`config.mk`:
```
export PLATFORM = sky130hd
export DESIGN_NAME = multi_issue_scheduler
export DESIGN_NICKNAME = d
export VERILOG_FILES = /design/src/rtl/memoredf_sched_pkg.sv /design/src/rtl/sched_id_fifo.sv /design/src/rtl/multi_issue_scheduler.sv
export SDC_FILE = /design/constraint.sdc
export NUM_CORES = 1
export LEC_CHECK = 0
export ABC_AREA = 1
export ABC_CLOCK_PERIOD_IN_PS = 7100
export BUFFER_PORTS_ARGS = -buffer_cell sky130_fd_sc_hd__buf_2
export CAP_MARGIN = 20
export CORE_AREA = 2 2 264 266
export CTS_BUF_LIST = sky130_fd_sc_hd__clkbuf_4 sky130_fd_sc_hd__clkbuf_8 sky130_fd_sc_hd__clkbuf_16
export DETAILED_ROUTE_END_ITERATION = 10
export DIE_AREA = 0 0 266 268
export GPL_ROUTABILITY_DRIVEN = 0
export SLEW_MARGIN = 20
export SYNTH_ARGS = -nofsm -noshare
export SYNTH_HDL_FRONTEND = slang
export SYNTH_SLANG_ARGS = --single-unit
```
`constraint.sdc`:
```
create_clock -name clock -period 7.1 [get_ports clock]
set_input_delay 1.42 -clock clock [delete_from_list [all_inputs] [get_ports clock]]
set_output_delay 1.42 -clock clock [all_outputs]
set_load 0.1 [all_outputs]
```
`src/rtl/memoredf_sched_pkg.sv`:
```
// Shared types and width helpers for the MemorEDF multi-issue scheduler.
package memoredf_sched_pkg;

    typedef enum logic [1:0] {
        SCHED_RR     = 2'd0,
        SCHED_FP     = 2'd1,
        SCHED_BUDGET = 2'd2,
        SCHED_TDMA   = 2'd3
    } sched_mode_t;

    function automatic int id_width(input int n);
        return (n > 1) ? $clog2(n) : 1;
    endfunction

    function automatic int count_width(input int m);
        return $clog2(m + 1);
    endfunction

endpackage

```
`src/rtl/sched_id_fifo.sv`:
```
// Synchronous FIFO of granted queue IDs; supports push and pop in the same cycle.
module sched_id_fifo
    import memoredf_sched_pkg::*;
#(
    parameter int DEPTH = 4,
    parameter int WIDTH = 2
) (
    input  logic                            clock,
    input  logic                            reset,
    input  logic                            push,
    input  logic [WIDTH-1:0]                push_id,
    input  logic                            pop,
    output logic [WIDTH-1:0]                head_id,
    output logic                            full,
    output logic                            empty,
    output logic [count_width(DEPTH)-1:0]   count
);

    localparam int PTR_W = id_width(DEPTH);
    localparam int CNT_W = count_width(DEPTH);
    localparam logic [PTR_W-1:0] LAST_PTR = PTR_W'(DEPTH - 1);

    logic [WIDTH-1:0] mem_q [DEPTH];
    logic [PTR_W-1:0] wr_ptr_q, wr_ptr_d;
    logic [PTR_W-1:0] rd_ptr_q, rd_ptr_d;
    logic [CNT_W-1:0] count_q, count_d;
    logic             do_push_s, do_pop_s;

    function automatic logic [PTR_W-1:0] ptr_inc(input logic [PTR_W-1:0] p);
        return (p == LAST_PTR) ? {PTR_W{1'b0}} : p + PTR_W'(1);
    endfunction

    assign full    = (count_q == CNT_W'(DEPTH));
    assign empty   = (count_q == {CNT_W{1'b0}});
    assign count   = count_q;
    assign head_id = mem_q[rd_ptr_q];

    // A push into a full FIFO is legal only when a pop frees the head in the same cycle.
    always_comb begin
        do_pop_s  = pop & ~empty;
        do_push_s = push & (~full | do_pop_s);
        wr_ptr_d  = do_push_s ? ptr_inc(wr_ptr_q) : wr_ptr_q;
        rd_ptr_d  = do_pop_s ? ptr_inc(rd_ptr_q) : rd_ptr_q;
        case ({do_push_s, do_pop_s})
            2'b10:   count_d = count_q + CNT_W'(1);
            2'b01:   count_d = count_q - CNT_W'(1);
            default: count_d = count_q;
        endcase
    end

    // Pointer and occupancy state.
    always_ff @(posedge clock) begin
        if (!reset) begin
            wr_ptr_q <= {PTR_W{1'b0}};
            rd_ptr_q <= {PTR_W{1'b0}};
            count_q  <= {CNT_W{1'b0}};
        end else begin
            wr_ptr_q <= wr_ptr_d;
            rd_ptr_q <= rd_ptr_d;
            count_q  <= count_d;
        end
    end

    // Storage; contents are don't-care while the FIFO is empty.
    always_ff @(posedge clock) begin
        if (do_push_s) begin
            mem_q[wr_ptr_q] <= push_id;
        end
    end

endmodule

```
`src/rtl/multi_issue_scheduler.sv`:
```
// Multi-issue queue scheduler: RR / FP / budget-regulated FP / TDMA arbitration with valid/ready grants.
// Optional per-queue grant counters when MULTI_ISSUE_SCHEDULER_STATS_EN is defined.
module multi_issue_scheduler
    import memoredf_sched_pkg::*;
#(
    parameter int NUMBER_OF_QUEUES = 4,
    parameter int REGISTER_SIZE    = 32,
    parameter int PRIORITY_SIZE    = 4,
    parameter int MAX_OUTSTANDING  = 4
) (
    input  logic                                            clock,
    input  logic                                            reset,
    input  logic [1:0]                                      mode,
    input  logic [NUMBER_OF_QUEUES-1:0]                     empty,
    input  logic [NUMBER_OF_QUEUES-1:0][PRIORITY_SIZE-1:0]  priorities,
    input  logic [NUMBER_OF_QUEUES-1:0][REGISTER_SIZE-1:0]  budgets,
    input  logic [REGISTER_SIZE-1:0]                        period,
    input  logic [REGISTER_SIZE-1:0]                        slot_length,
    output logic                                            grant_valid,
    output logic [id_width(NUMBER_OF_QUEUES)-1:0]           grant_id,
    input  logic                                            grant_ready,
    input  logic                                            done,
    output logic [NUMBER_OF_QUEUES-1:0]                     consumed,
    output logic [count_width(MAX_OUTSTANDING)-1:0]         outstanding,
    output logic [NUMBER_OF_QUEUES-1:0]                     budget_exhausted,
    output logic                                            protocol_error
`ifdef MULTI_ISSUE_SCHEDULER_STATS_EN
    ,
    input  logic                                            stats_clear,
    output logic [NUMBER_OF_QUEUES-1:0][REGISTER_SIZE-1:0]  grant_count
`endif
);

    localparam int N     = NUMBER_OF_QUEUES;
    localparam int R     = REGISTER_SIZE;
    localparam int ID_W  = id_width(N);
    localparam int CNT_W = count_width(MAX_OUTSTANDING);
    localparam logic [ID_W-1:0] LAST_ID = ID_W'(N - 1);
    localparam logic [R-1:0]    ZERO_R  = {R{1'b0}};
    localparam logic [R-1:0]    ONE_R   = R'(1);

    logic                  grant_valid_q, grant_valid_d;
    logic [ID_W-1:0]       grant_id_q, grant_id_d;
    logic [ID_W-1:0]       rr_ptr_q, rr_ptr_d;
    sched_mode_t           mode_q, mode_d;
    logic [ID_W-1:0]       owner_q, owner_d;
    logic [R-1:0]          slot_cnt_q, slot_cnt_d;
    logic [R-1:0]          slot_len_q, slot_len_d;
    logic [R-1:0]          period_cnt_q, period_cnt_d;
    logic [R-1:0]          period_len_q, period_len_d;
    logic [N-1:0][R-1:0]   remaining_q, remaining_d;
    logic [N-1:0]          consumed_q, consumed_d;
    logic [N-1:0]          budget_exh_q, budget_exh_d;
    logic                  protocol_error_q, protocol_error_d;

    logic [N-1:0]          eligible_s;
    logic [ID_W-1:0]       winner_s;
    logic                  handshake_s, done_pop_s, reload_s;
    logic [R-1:0]          slot_last_s;
    logic [ID_W-1:0]       fifo_head_s;
    logic                  fifo_full_s, fifo_empty_s;
    logic [CNT_W-1:0]      fifo_count_s;

    function automatic logic [ID_W-1:0] next_id(input logic [ID_W-1:0] id);
        return (id == LAST_ID) ? {ID_W{1'b0}} : id + ID_W'(1);
    endfunction

    function automatic logic [ID_W-1:0] rr_pick(input logic [N-1:0] elig,
                                                input logic [ID_W-1:0] start);
        logic [ID_W-1:0] idx;
        logic [ID_W-1:0] pick;
        logic            found;
        idx   = start;
        pick  = start;
        found = 1'b0;
        for (int k = 0; k < N; k++) begin
            if (!found && elig[idx]) begin
                pick  = idx;
                found = 1'b1;
            end
            idx = next_id(idx);
        end
        return pick;
    endfunction

    // Strict '>' keeps the lowest index on priority ties.
    function automatic logic [ID_W-1:0] fp_pick(input logic [N-1:0] elig,
                                                input logic [N-1:0][PRIORITY_SIZE-1:0] prio);
        logic [ID_W-1:0]          pick;
        logic [PRIORITY_SIZE-1:0] best;
        logic                     found;
        pick  = {ID_W{1'b0}};
        best  = {PRIORITY_SIZE{1'b0}};
        found = 1'b0;
        for (int i = 0; i < N; i++) begin
            if (elig[i] && (!found || prio[i] > best)) begin
                pick  = ID_W'(i);
                best  = prio[i];
                found = 1'b1;
            end
        end
        return pick;
    endfunction

    assign done_pop_s  = done & ~fifo_empty_s;
    assign handshake_s = grant_valid_q & grant_ready & (~fifo_full_s | done_pop_s);

    sched_id_fifo #(
        .DEPTH (MAX_OUTSTANDING),
        .WIDTH (ID_W)
    ) u_id_fifo (
        .clock   (clock),
        .reset   (reset),
        .push    (handshake_s),
        .push_id (grant_id_q),
        .pop     (done),
        .head_id (fifo_head_s),
        .full    (fifo_full_s),
        .empty   (fifo_empty_s),
        .count   (fifo_count_s)
    );

    // Eligibility and winner selection for the registered mode.
    always_comb begin
        eligible_s = {N{1'b0}};
        for (int i = 0; i < N; i++) begin
            case (mode_q)
                SCHED_BUDGET: eligible_s[i] = ~empty[i] & ((remaining_q[i] != ZERO_R) | (period == ZERO_R));
                SCHED_TDMA:   eligible_s[i] = ~empty[i] & (owner_q == ID_W'(i));
                default:      eligible_s[i] = ~empty[i];
            endcase
        end
        case (mode_q)
            SCHED_RR:   winner_s = rr_pick(eligible_s, rr_ptr_q);
            SCHED_TDMA: winner_s = owner_q;
            default:    winner_s = fp_pick(eligible_s, priorities);
        endcase
    end

    // Grant register, mode sampling, completion and error tracking.
    always_comb begin
        grant_valid_d = grant_valid_q;
        grant_id_d    = grant_id_q;
        rr_ptr_d      = rr_ptr_q;
        if (grant_valid_q) begin
            if (handshake_s) begin
                grant_valid_d = 1'b0;
                rr_ptr_d      = next_id(grant_id_q);
            end else begin
                grant_valid_d = 1'b1;
            end
        end else if ((|eligible_s) && !fifo_full_s) begin
            grant_valid_d = 1'b1;
            grant_id_d    = winner_s;
        end else begin
            grant_valid_d = 1'b0;
        end
        mode_d = (!grant_valid_q && fifo_empty_s) ? sched_mode_t'(mode) : mode_q;
        consumed_d = {N{1'b0}};
        if (done_pop_s) begin
            consumed_d[fifo_head_s] = 1'b1;
        end else begin
            consumed_d = {N{1'b0}};
        end
        protocol_error_d = protocol_error_q | (done & fifo_empty_s);
    end

    // TDMA slot timer, regulation period timer and remaining budgets.
    always_comb begin
        slot_len_d   = slot_length;
        owner_d      = owner_q;
        slot_last_s  = (slot_length == ZERO_R) ? ZERO_R : slot_length - ONE_R;
        if (slot_length != slot_len_q) begin
            slot_cnt_d = ZERO_R;
        end else if (slot_cnt_q >= slot_last_s) begin
            slot_cnt_d = ZERO_R;
            owner_d    = next_id(owner_q);
        end else begin
            slot_cnt_d = slot_cnt_q + ONE_R;
        end

        period_len_d = period;
        reload_s     = 1'b0;
        if ((period != period_len_q) || (period == ZERO_R)) begin
            period_cnt_d = ZERO_R;
        end else if (period_cnt_q >= period - ONE_R) begin
            period_cnt_d = ZERO_R;
            reload_s     = 1'b1;
        end else begin
            period_cnt_d = period_cnt_q + ONE_R;
        end

        remaining_d = remaining_q;
        if (reload_s) begin
            remaining_d = budgets;
        end else if (handshake_s && (mode_q == SCHED_BUDGET) && (remaining_q[grant_id_q] != ZERO_R)) begin
            remaining_d[grant_id_q] = remaining_q[grant_id_q] - ONE_R;
        end else begin
            remaining_d = remaining_q;
        end

        for (int i = 0; i < N; i++) begin
            budget_exh_d[i] = (mode_d == SCHED_BUDGET) && (remaining_d[i] == ZERO_R);
        end
    end

    // Scheduler state; reset drops everything in flight and captures the configuration.
    always_ff @(posedge clock) begin
        if (!reset) begin
            grant_valid_q    <= 1'b0;
            grant_id_q       <= {ID_W{1'b0}};
            rr_ptr_q         <= {ID_W{1'b0}};
            mode_q           <= sched_mode_t'(mode);
            owner_q          <= {ID_W{1'b0}};
            slot_cnt_q       <= ZERO_R;
            slot_len_q       <= slot_length;
            period_cnt_q     <= ZERO_R;
            period_len_q     <= period;
            remaining_q      <= budgets;
            consumed_q       <= {N{1'b0}};
            budget_exh_q     <= {N{1'b0}};
            protocol_error_q <= 1'b0;
        end else begin
            grant_valid_q    <= grant_valid_d;
            grant_id_q       <= grant_id_d;
            rr_ptr_q         <= rr_ptr_d;
            mode_q           <= mode_d;
            owner_q          <= owner_d;
            slot_cnt_q       <= slot_cnt_d;
            slot_len_q       <= slot_len_d;
            period_cnt_q     <= period_cnt_d;
            period_len_q     <= period_len_d;
            remaining_q      <= remaining_d;
            consumed_q       <= consumed_d;
            budget_exh_q     <= budget_exh_d;
            protocol_error_q <= protocol_error_d;
        end
    end

    assign grant_valid      = grant_valid_q;
    assign grant_id         = grant_id_q;
    assign consumed         = consumed_q;
    assign outstanding      = fifo_count_s;
    assign budget_exhausted = budget_exh_q;
    assign protocol_error   = protocol_error_q;

`ifdef MULTI_ISSUE_SCHEDULER_STATS_EN
    logic [N-1:0][R-1:0] grant_count_q, grant_count_d;

    // Saturating per-queue handshake counters; clear has precedence.
    always_comb begin
        grant_count_d = grant_count_q;
        if (stats_clear) begin
            grant_count_d = {(N*R){1'b0}};
        end else if (handshake_s && (grant_count_q[grant_id_q] != {R{1'b1}})) begin
            grant_count_d[grant_id_q] = grant_count_q[grant_id_q] + ONE_R;
        end else begin
            grant_count_d = grant_count_q;
        end
    end

    // Counter storage.
    always_ff @(posedge clock) begin
        if (!reset) begin
            grant_count_q <= {(N*R){1'b0}};
        end else begin
            grant_count_q <= grant_count_d;
        end
    end

    assign grant_count = grant_count_q;
`endif

endmodule

```
==> flow_summary_export.csv, run 1 <==
group,metric,value,unit
critical_path,cpMostUsedCell,"nand2_1",
drt,post-route-drc-count,0,
logic_synthesis,synth_edf_count,8,
logic_synthesis,synthesis.area,20300,um2
critical_path,crit_type,"input port to flip-flop",
clocking,postCtsSetupBuffers,0,
timing,rsz0062_at_grt,"no",
critical_path,crit_path_end_kind,"flip-flop",
clocking,clkTransAtPathRegs,0.05,ns
critical_path,crit_path_max_incr_delay,0.31,ns
global_route,grt_max_degree,113,
clocking,cts_resized,0,
timing,skew,0.0453,ns
critical_path,slowest_stage,"ha_1",
logic_synthesis,synth-async-reset-ratio,0,%
logic_synthesis,syn-num-nets,3624,
floorplanning,coreArea,68200,um2
drt,vias_per_cell,4.83,
timing,fin_crit_sh,83.3,%
logic_synthesis,synth_largest_area_cell,"dfxtp_1",
global_route,grt_pass1_vias,19690,
timing,hold_viol,0,
clocking,cts.path.max_buffers,3,
floorplanning,io_pins,233,
run,maxCapViolCount,0,
logic_synthesis,yosysSeqAreaShare,29.1,%
logic_synthesis,synth_seq_cells,291,
drt,antenna_left,0,
drt,vias,21267,
critical_path,start_kind,"input port",
timing,tightestPinTransition,1.07,ns
floorplanning,start_util,29.8,%
power,pwr_density_cell,261,nW/um2
clocking,ctsHoldBuffers,0,
timing,relSlewSlack,28.6,%
critical_path,r2r_end,"grant_id[0]",
clocking,cts.sinks,291,
clocking,htreeDepth,2,
logic_synthesis,yosysWarnings,0,
power,power.leakage,11.0,nW
cells_and_area,fillers,7485,
drt,initialDrtViolationCount,1679,
clocking,clk_latency,0.60,ns
logic_synthesis,yosysUniqueCellTypes,52,
global_route,grt_use_total,19.2,%
logic_synthesis,syn_avg_cell_area,6.14,um2
power,max-vdd-ir-drop,0.175,mV
logic_synthesis,synthTopCellsByArea,"dfxtp_1 28%, nand2_1 22%, nand3_1 7.1%",
global_route,overflow,0,
drt,firstDrtPassIters,8,
critical_path,rr_worst_depth,36,
logic_synthesis,synth_top_cell_area_share,27.9,%
logic_synthesis,postSynthCellCount,3304,
critical_path,crit_fanout,10,
hold_path,hold_class,"flip-flop to flip-flop",
global_route,grt_pass1_wl,108,mm
timing,period_minus_slack,5.91,ns
hold_path,hold_end,"protocol_error",
run_status,status,"finished clean",
critical_path,crit_arrival,6.32,ns
floorplanning,die_w,266,um
timing,finalMaxSlewViolations,0,
hold_path,hold_depth,2,
clocking,cts_tree,"built",
cells_and_area,nets,3812,
power,p_total,6.18,mW
floorplanning,rows,96,
cells_and_area,syn_to_final_growth,16.4,%
drt,wirelength,69.7,mm
global_route,antenna_found_initial,15,
clocking,cts_buffers,40,
critical_path,r2r_start,"mode_q[1]",
floorplanning,fp.dieArea,71300,um2
logic_synthesis,synth_ff_type,"dfxtp_1",
clocking,root_buffer,"clkbuf_16",
critical_path,reg2reg_slack,1.68,ns
timing,fmax,169,MHz
cells_and_area,drive_gt1_share,12.3,%
placed_design,port_buffers,232,
placed_design,dp_hpwl,52.6,mm
drt,wl_per_cell,15.8,um
critical_path,critPathRequiredTime,7.51,ns
timing,setup_viol,0,
timing,setup_tns,0,ns
floorplanning,fp.dieH,268,um
hold_path,hold_path.startpoint,"protocol_error",
==> registers in the layout, indices dropped and copies added, names as in the netlist, 3 cells and up, named ones only <==
signal / flops
u_id_fifo.count: 3
remaining_q: 128
budget_exhausted: 4
period_cnt_q: 32
consumed: 4
slot_len_q: 32
period_len_q: 32
u_id_fifo.mem_q: 8
slot_cnt_q: 32
==> report_power, final <==
group | internal, mW | switching [mW]
clock network | 1.22 | 0.834
logic | 0.622 | 1.60
registers | 1.79 | 0.119
total | 3.63 | 2.55
==> cells by family (layout without fill, tap and decap cells) <==
family	count (synthesis)	after routing	share of synthesized area [%]
mux	2	2	0.0986
other cells	0	1	0
fa+ha+maj	102	102	6.32
xor+xnor	114	114	4.92
compound gates	337	337	9.00
simple gates	2083	2083	43.1
buf+inv	375	593	7.51
flops	291	291	29.1
==> synthesized netlist by cell type (all sizes together), types with 8 or more instances <==
cell    count
or2        67
dfxtp     283
o211ai     12
xnor2      69
edfxtp      8
nor3       53
clkbuf     52
o21ai     196
ha        101
nand2    1215
nand4      45
nand3     292
xor2       45
a31oi      19
nor3b       8
nor2      382
inv       255
buf        64
nor4       14
a21oi      80
==> how the worst max path moves through the flow <==
stage | from | endpoint | slack, ns | cells past startpoint
after floorplan | period[8] | grant_id[0] | 1.41 | 37
after global placement | period[5] | budget_exhausted[3] | 0.73 | 31
after detailed placement | period[8] | grant_id[0] | 0.65 | 36
after CTS | period[9] | grant_id[0] | 1.23 | 36
after global routing | period[9] | grant_id[0] | 0.66 | 36
final | period[9] | grant_id[0] | 1.19 | 36
==> layer usage <==
metal	part of all wire [%]	global-route usage, %
met3	8.2	4.67
met4	3.0	6.48
met1	45	25.0
met2	44	31.2
met5	0.23	0
==> layout make-up <==
class	instances	area (um2)	area share, %
multi-input cells	2638	12900	54.5
flip-flops and latches	291	5910	25.0
repair buffers	262	1420	6.03
clock buffers	57	1200	5.07
well taps	882	1100	4.67
inverters	259	980	4.15
clock inverters	15	140	0.593
diodes	1	2.50	0.0106
==> critical path: cells and delay by family <==
| family | cells | cell delay, ns |
|---|---|---|
| buffers and inverters | 3 | 0.32 |
| adders and majority gates | 3 | 0.88 |
| and+or+nand+nor | 19 | 2.13 |
| AOI/OAI and AO/OA | 11 | 1.57 |
==> cells in the final DEF (no fill, tap or decap), types with 4 or more instances in the layout <==
master     netlist  routed
nand4_1         45      45
nand3_2          4       4
clkbuf_4         0       6
ha_1           101     101
o21bai_1         4       4
buf_4            6      27
clkinv_1         4       4
nor2_2          11      11
inv_1          251     250
clkinv_2         0       8
nor3b_1          8       8
nand2_1       1213    1212
nor3_1          50      50
buf_2           43     232
o22ai_1          6       6
o21ai_0        182     182
o2111ai_1        6       6
xor2_1          45      45
clkbuf_8         0      11
a31oi_1         19      19
nand3_1        288     288
nor4_1          11      11
xnor2_1         69      69
clkbuf_16        0      40
nor2_1         370     370
edfxtp_1         8       8
a21oi_1         80      80
or2_2           67      67
o21ai_1         14      14
dfxtp_1        283     281
o211ai_1        12      12
==> per-stage QoR <==
stage / cell area [um2] / hold WS [ns] / std cells / worst slack, ns / util, %
6_report: 23600 / 0.452 / 4405 / 1.19 / 34.6
3_3_place_gp: 22300 / 0.452 / 4332 / 0.733 / 32.7
3_5_place_dp: 22300 / 0.447 / 4332 / 0.648 / 32.7
2_1_floorplan: 20300 / 0.430 / 3304 / 1.41 / -
4_1_cts: 23600 / 0.456 / 4404 / 1.23 / 34.6
5_1_grt: 23600 / 0.496 / 4404 / 0.657 / 34.6
No activity file was read; power rests on OpenSTA's default activity.
==> run 2: changes to the inputs <==
--- a/config.mk
+++ b/config.mk
@@ -6,7 +6,7 @@
 export NUM_CORES = 1
 export LEC_CHECK = 0
 export ABC_AREA = 1
-export ABC_CLOCK_PERIOD_IN_PS = 7100
+export ABC_CLOCK_PERIOD_IN_PS = 5000
 export BUFFER_PORTS_ARGS = -buffer_cell sky130_fd_sc_hd__buf_2
 export CAP_MARGIN = 20
 export CORE_AREA = 2 2 264 266
==> constraint.sdc (replaced) <==
create_clock -name clock -period 5 [get_ports clock]
set_input_delay 1 -clock clock [delete_from_list [all_inputs] [get_ports clock]]
set_output_delay 1 -clock clock [all_outputs]
set_load 0.1 [all_outputs]
==> run 2 against run 1 <==
Compared with the run above:
- via count grew 5.5%
- cell count increased by 5.2%
- global-route usage grew 0.55 points
- sequential share of layout area down 2.5 points
- sequential power up 43%
- final area grew 11%
- core utilization grew 3.9 points
- count of clock-buffer cells in the layout up 3
- clock power increased by 40%
- setup slack worse by 1.1 ns
- first-iteration DRC count increased by 13%
- critical path type unchanged
- largest power group unchanged
- highest routed layer unchanged
==> flow_summary_export.csv, run 2 (same netlist as run 1, synthesis figures left out) <==
group,metric,value,unit
run_status,status,"finished clean",
timing,skew,0.0297,ns
critical_path,crit_path_max_incr_delay,0.35,ns
drt,wirelength,73.8,mm
drt,vias,22432,
clocking,cts_tree,"built",
hold_path,hold_class,"flip-flop to flip-flop",
floorplanning,rows,96,
timing,period_minus_slack,4.89,ns
floorplanning,die_w,266,um
timing,fmax,204,MHz
power,max-vdd-ir-drop,0.214,mV
global_route,grt_max_degree,119,
clocking,htreeDepth,2,
clocking,clkTransAtPathRegs,0.06,ns
cells_and_area,final_cell_mix,"1,155 x nand2_1, 327 x nor2_1, 281 x dfxtp_1",
floorplanning,io_pins,233,
drt,post-route-drc-count,0,
placed_design,port_buffers,232,
clocking,cts.path.max_buffers,3,
critical_path,crit_fanout,8,
cells_and_area,largest_register_ffs,128,
critical_path,start_kind,"input port",
power,pwr_density_cell,343,nW/um2
global_route,grt_pass1_vias,20584,
global_route,overflow,0,
timing,finalMaxSlewViolations,0,
timing,hold_slack,0.451,ns
clocking,root_buffer,"clkbuf_16",
critical_path,crit_arrival,5.40,ns
drt,antenna_left,0,
cells_and_area,drive_gt1_share,21.7,%
cells_and_area,finalNonFillerCells,4632,
timing,tightestPinTransition,1.07,ns
critical_path,critPathRequiredTime,5.50,ns
drt,firstDrtPassIters,6,
timing,hold_viol,0,
clocking,clk_latency,0.57,ns
timing,fin_crit_sh,97.9,%
timing,setup_viol,0,
clocking,ctsHoldBuffers,0,
clocking,cts.sinks,291,
run,maxCapViolCount,0,
critical_path,crit_path_end_kind,"flip-flop",
floorplanning,start_util,29.8,%
placed_design,dpl.cell_count,4522,
floorplanning,coreArea,68200,um2
timing,relSlewSlack,28.8,%
floorplanning,fp.dieArea,71300,um2
cells_and_area,largest_register,"remaining_q",
power,p_total,9.01,mW
timing,rsz0062_at_grt,"yes",
critical_path,slowest_stage,"nor4_2",
floorplanning,fp.dieH,268,um
global_route,antenna_found_initial,15,
cells_and_area,nets,4037,
cells_and_area,final_common_cell,"nand2_1",
global_route,grt_use_total,19.8,%
drt,wl_per_cell,15.9,um
drt,initialDrtViolationCount,1903,
cells_and_area,syn_to_final_growth,29.5,%
placed_design,dp_hpwl,55.5,mm
global_route,grt_pass1_wl,112,mm
critical_path,crit_type,"input port to flip-flop",
clocking,cts_buffers,39,
power,power.leakage,12.3,nW
drt,vias_per_cell,4.84,
run 2: layout make-up:
type	count	area [um2]
flip-flops and latches	291	5910
clock inverters	11	88.8
clock buffers	60	1220
diodes	3	7.51
repair buffers	487	3420
well taps	882	1100
inverters	259	990
multi-input cells	2639	13600
fillers	7357	41900
run 2: metrics by stage:
stage | setup slack (ns) | TNS, ns | utilization [%] | area, um2
after detailed placement | -0.666 | -22.40 | 34.9 | 23800
after global placement | -0.544 | -14.20 | 34.9 | 23800
final | 0.105 | 0 | 38.5 | 26300
after global routing | -0.206 | -1.20 | 38.5 | 26300
after CTS | 0.00895 | 0 | 36.8 | 25100
after floorplan | 0.00778 | 0 | - | 20300
run 2: power by group:
part | total [mW] | internal [mW] | switching, mW
Sequential | 2.74 | 2.54 | 0.197
Clock | 2.87 | 1.73 | 1.13
Combinational | 3.41 | 1.06 | 2.35
run 2: worst max-delay path, delay by kind of cell:
family / cells / cell delay [ns]
XOR/XNOR: 1 / 0.15
buffers and inverters: 7 / 0.97
AO/OA/AOI/OAI: 1 / 0.09
AND/OR/NAND/NOR: 21 / 2.70
adder cells (fa/ha/maj): 2 / 0.46
run 2: path summary, 6_finish.rpt:
path | cells past startpoint | from | slack (ns) | endpoint
setup / recovery | 32 | period[0] | 0.11 | budget_exhausted[0]
hold / removal | 2 | protocol_error | 0.45 | protocol_error
setup reg to reg | 40 | mode_q[0] | 0.30 | grant_id[0]
hold reg to reg | 2 | protocol_error | 0.45 | protocol_error
run 2: layer usage:
layer / up-vias / wire length [um] / track usage, % / part of all wire (%)
li1: 11479 / - / - / -
met1: 10046 / 31600 / 25.3 / 43
met2: 736 / 34000 / 32.9 / 46
met3: 147 / 6210 / 4.81 / 8.4
met4: 24 / 1910 / 5.75 / 2.6
met5: - / 149 / 0 / 0.20
run 2: what timing repair did:
item                                    in CTS  in global routing
pin swaps                                    1                 83
gates resized for setup                      8                230
gates cloned                                 0                  7
buffers inserted                             1                 30
endpoints found under the setup margin       4                 86
==> run 3: changes to the inputs <==
--- a/config.mk
+++ b/config.mk
@@ -5,15 +5,15 @@
 export SDC_FILE = /design/constraint.sdc
 export NUM_CORES = 1
 export LEC_CHECK = 0
-export ABC_AREA = 1
 export ABC_CLOCK_PERIOD_IN_PS = 5000
 export BUFFER_PORTS_ARGS = -buffer_cell sky130_fd_sc_hd__buf_2
 export CAP_MARGIN = 20
-export CORE_AREA = 2 2 264 266
+export CORE_AREA = 2 2 267 269
 export CTS_BUF_LIST = sky130_fd_sc_hd__clkbuf_4 sky130_fd_sc_hd__clkbuf_8 sky130_fd_sc_hd__clkbuf_16
 export DETAILED_ROUTE_END_ITERATION = 10
-export DIE_AREA = 0 0 266 268
+export DIE_AREA = 0 0 269 271
 export GPL_ROUTABILITY_DRIVEN = 0
+export SKIP_CTS_REPAIR_TIMING = 1
 export SLEW_MARGIN = 20
 export SYNTH_ARGS = -nofsm -noshare
 export SYNTH_HDL_FRONTEND = slang
==> run 3 against run 2 <==
Compared with the run above:
- the run now ends with setup timing left
- non-clock buffer count grew 25
- via count down 23%
- cell count fell by 23%
- sequential cell count is the same
- worst hold slack better by 0.016 ns
- final area down 9.5%
- sequential share of layout area rose by 2.4 points
==> flow_summary_export.csv, run 3 <==
group,metric,value,unit
timing,hold_slack,0.467,ns
logic_synthesis,yosysUniqueCellTypes,74,
timing,rsz0062_at_grt,"yes",
timing,relSlewSlack,36.1,%
floorplanning,io_pins,233,
critical_path,crit_path_end_kind,"flip-flop",
timing,period_minus_slack,6.54,ns
cells_and_area,nets,2914,
timing,fin_ws,-1.54,ns
logic_synthesis,synthesis.area,17400,um2
clocking,cts_tree,"built",
drt,post-route-drc-count,0,
global_route,grt_max_degree,72,
cells_and_area,largest_register_ffs,128,
critical_path,critPathRequiredTime,5.42,ns
power,p_sw,3.08,mW
timing,skew,0.0478,ns
timing,tightestPinTransition,0.952,ns
cells_and_area,syn_to_final_growth,36.6,%
drt,vias_per_cell,4.87,
floorplanning,fp.dieH,271,um
placed_design,dpl_cell_area,21500,um2
cells_and_area,final_cell_mix,"288 x nor2_1, 281 x dfxtp_1, 256 x buf_4",
run_status,status,"finished with violations",
critical_path,start_kind,"input port",
drt,wl_per_cell,17.5,um
power,combPwrFrac,35.4,%
logic_synthesis,synth_edf_count,8,
drt,initialDrtViolationCount,1142,
logic_synthesis,synth_seq_cells,291,
logic_synthesis,yosysWarnings,0,
drt,vias,17369,
power,p_total,8.67,mW
clocking,cts.sinks,291,
timing,setup_tns,-4.38,ns
critical_path,path_buf_inv,2,
global_route,grt_pass1_vias,16211,
logic_synthesis,synth_ff_type,"dfxtp_1",
critical_path,crit_type,"input port to flip-flop",
global_route,grt_pass1_wl,91.6,mm
cells_and_area,finalNonFillerCells,3568,
cells_and_area,final_common_cell,"nor2_1",
clocking,clk_latency,0.58,ns
hold_path,hold_class,"flip-flop to flip-flop",
drt,wirelength,62.4,mm
global_route,grt_use_total,16.2,%
run,maxCapViolCount,0,
clocking,root_buffer,"clkbuf_16",
floorplanning,start_util,24.9,%
clocking,cts.path.max_buffers,3,
power,p_int,5.59,mW
critical_path,slowest_stage,"or4_4",
floorplanning,die_w,269,um
placed_design,dp_hpwl,49.0,mm
cells_and_area,drive_gt1_share,28.5,%
floorplanning,coreArea,69800,um2
clocking,htreeDepth,2,
placed_design,port_buffers,232,
power,pwr_density_cell,365,nW/um2
logic_synthesis,syn-num-nets,2459,
timing,setup_viol,14,
logic_synthesis,postSynthCellCount,2139,
timing,fin_crit_sh,131,%
logic_synthesis,synth_largest_area_cell,"dfxtp_1",
power,power.leakage,9.73,nW
floorplanning,rows,97,
power,swShare,35.6,%
logic_synthesis,synthTopCellsByArea,"dfxtp_1 33%, ha_1 7.3%, xor2_1 7.2%",
run_status,violations,"setup timing",
cells_and_area,largest_register,"remaining_q",
critical_path,crit_family,"simple AND/OR/NAND/NOR gates",
timing,finalMaxSlewViolations,0,
power,pwr-share-clk,33.2,%
placed_design,dpl.cell_count,3472,
floorplanning,fp.dieArea,72900,um2
timing,hold_viol,0,
logic_synthesis,synthTopCellsByCount,"292 x nor2_1, 283 x dfxtp_1, 241 x nand2_1",
drt,firstDrtPassIters,5,
critical_path,crit_arrival,6.96,ns
logic_synthesis,synth-async-reset-ratio,0,%
global_route,overflow,0,
power,max-vdd-ir-drop,0.285,mV
critical_path,crit_fanout,5,
logic_synthesis,syn_avg_cell_area,8.14,um2
logic_synthesis,yosysMostFrequentCell,"nor2_1",
power,seq_power_share,31.4,%
critical_path,crit_path_max_incr_delay,0.55,ns
global_route,antenna_found_initial,39,
clocking,cts_buffers,36,
drt,antenna_left,0,
timing,fmax,153,MHz
cells_and_area,design_area,23800,um2
logic_synthesis,yosysSeqAreaShare,33.9,%
clocking,clkTransAtPathRegs,0.05,ns
logic_synthesis,synth_top_cell_area_share,32.5,%
run 3: path summary, 6_finish.rpt:
check,slack (ns),from,cells after the start,end
max,-1.54,period[11],37,grant_id[1]
min,0.47,protocol_error,2,protocol_error
max reg2reg,-1.05,remaining_q[0],36,grant_id[1]
min reg2reg,0.47,protocol_error,2,protocol_error
run 3: power groups by stage:
stage / sequential [mW] / combinational, mW / clock [mW]
floorplan: 2.82 / 1.62 / 0
global placement: 2.76 / 2.88 / 0
detailed placement: 2.76 / 2.88 / 0
CTS: 2.72 / 2.90 / 2.95
global route: 2.74 / 3.29 / 3.03
finish: 2.72 / 3.07 / 2.88
run 3: per-layer routing:
metal	routed length (um)	GRT usage [%]	vias to the layer above
met2	27800	25.2	544
met5	324	0	-
met3	5330	5.58	165
li1	-	-	8549
met4	2130	6.07	52
met1	26800	20.6	8059
run 3: cells by family (layout without fill, tap and decap cells):
kind of cell	count (synthesis)	in the layout	share of synthesized area (%)
adders and majority gates	102	102	7.37
muxes	64	64	6.22
xor gates and xnor gates	205	205	10.3
DFF	291	291	33.9
other	0	7	0
buffers and inverters	142	622	3.26
and+or+nand+nor	896	897	24.5
AOI/OAI and AO/OA	439	440	14.4
run 3: tightest hold or removal path, stage by stage (launching register included):
cell and delay, ns:
dfxtp_1 0.32, a21oi_1 0.04, nor2_1 0.07
run 3: through the flow:
stage / setup WS [ns] / utilization, %
after floorplan: -1.67 / -
after global placement: -2.08 / 30.9
after detailed placement: -2.23 / 30.9
after CTS: -1.65 / 32.7
after global routing: -1.75 / 34.1
final: -1.54 / 34.1
run 3: layout make-up:
| type | count | area [um2] |
|---|---|---|
| Antenna cell | 7 | 17.5 |
| Clock buffer | 49 | 1040 |
| Clock inverter | 16 | 272 |
| Fill cell | 7293 | 46000 |
| Inverter | 45 | 169 |
| Multi-Input combinational cell | 1708 | 11700 |
| Sequential cell | 291 | 5910 |
| Tap cell | 940 | 1180 |
| Timing Repair Buffer | 512 | 3530 |
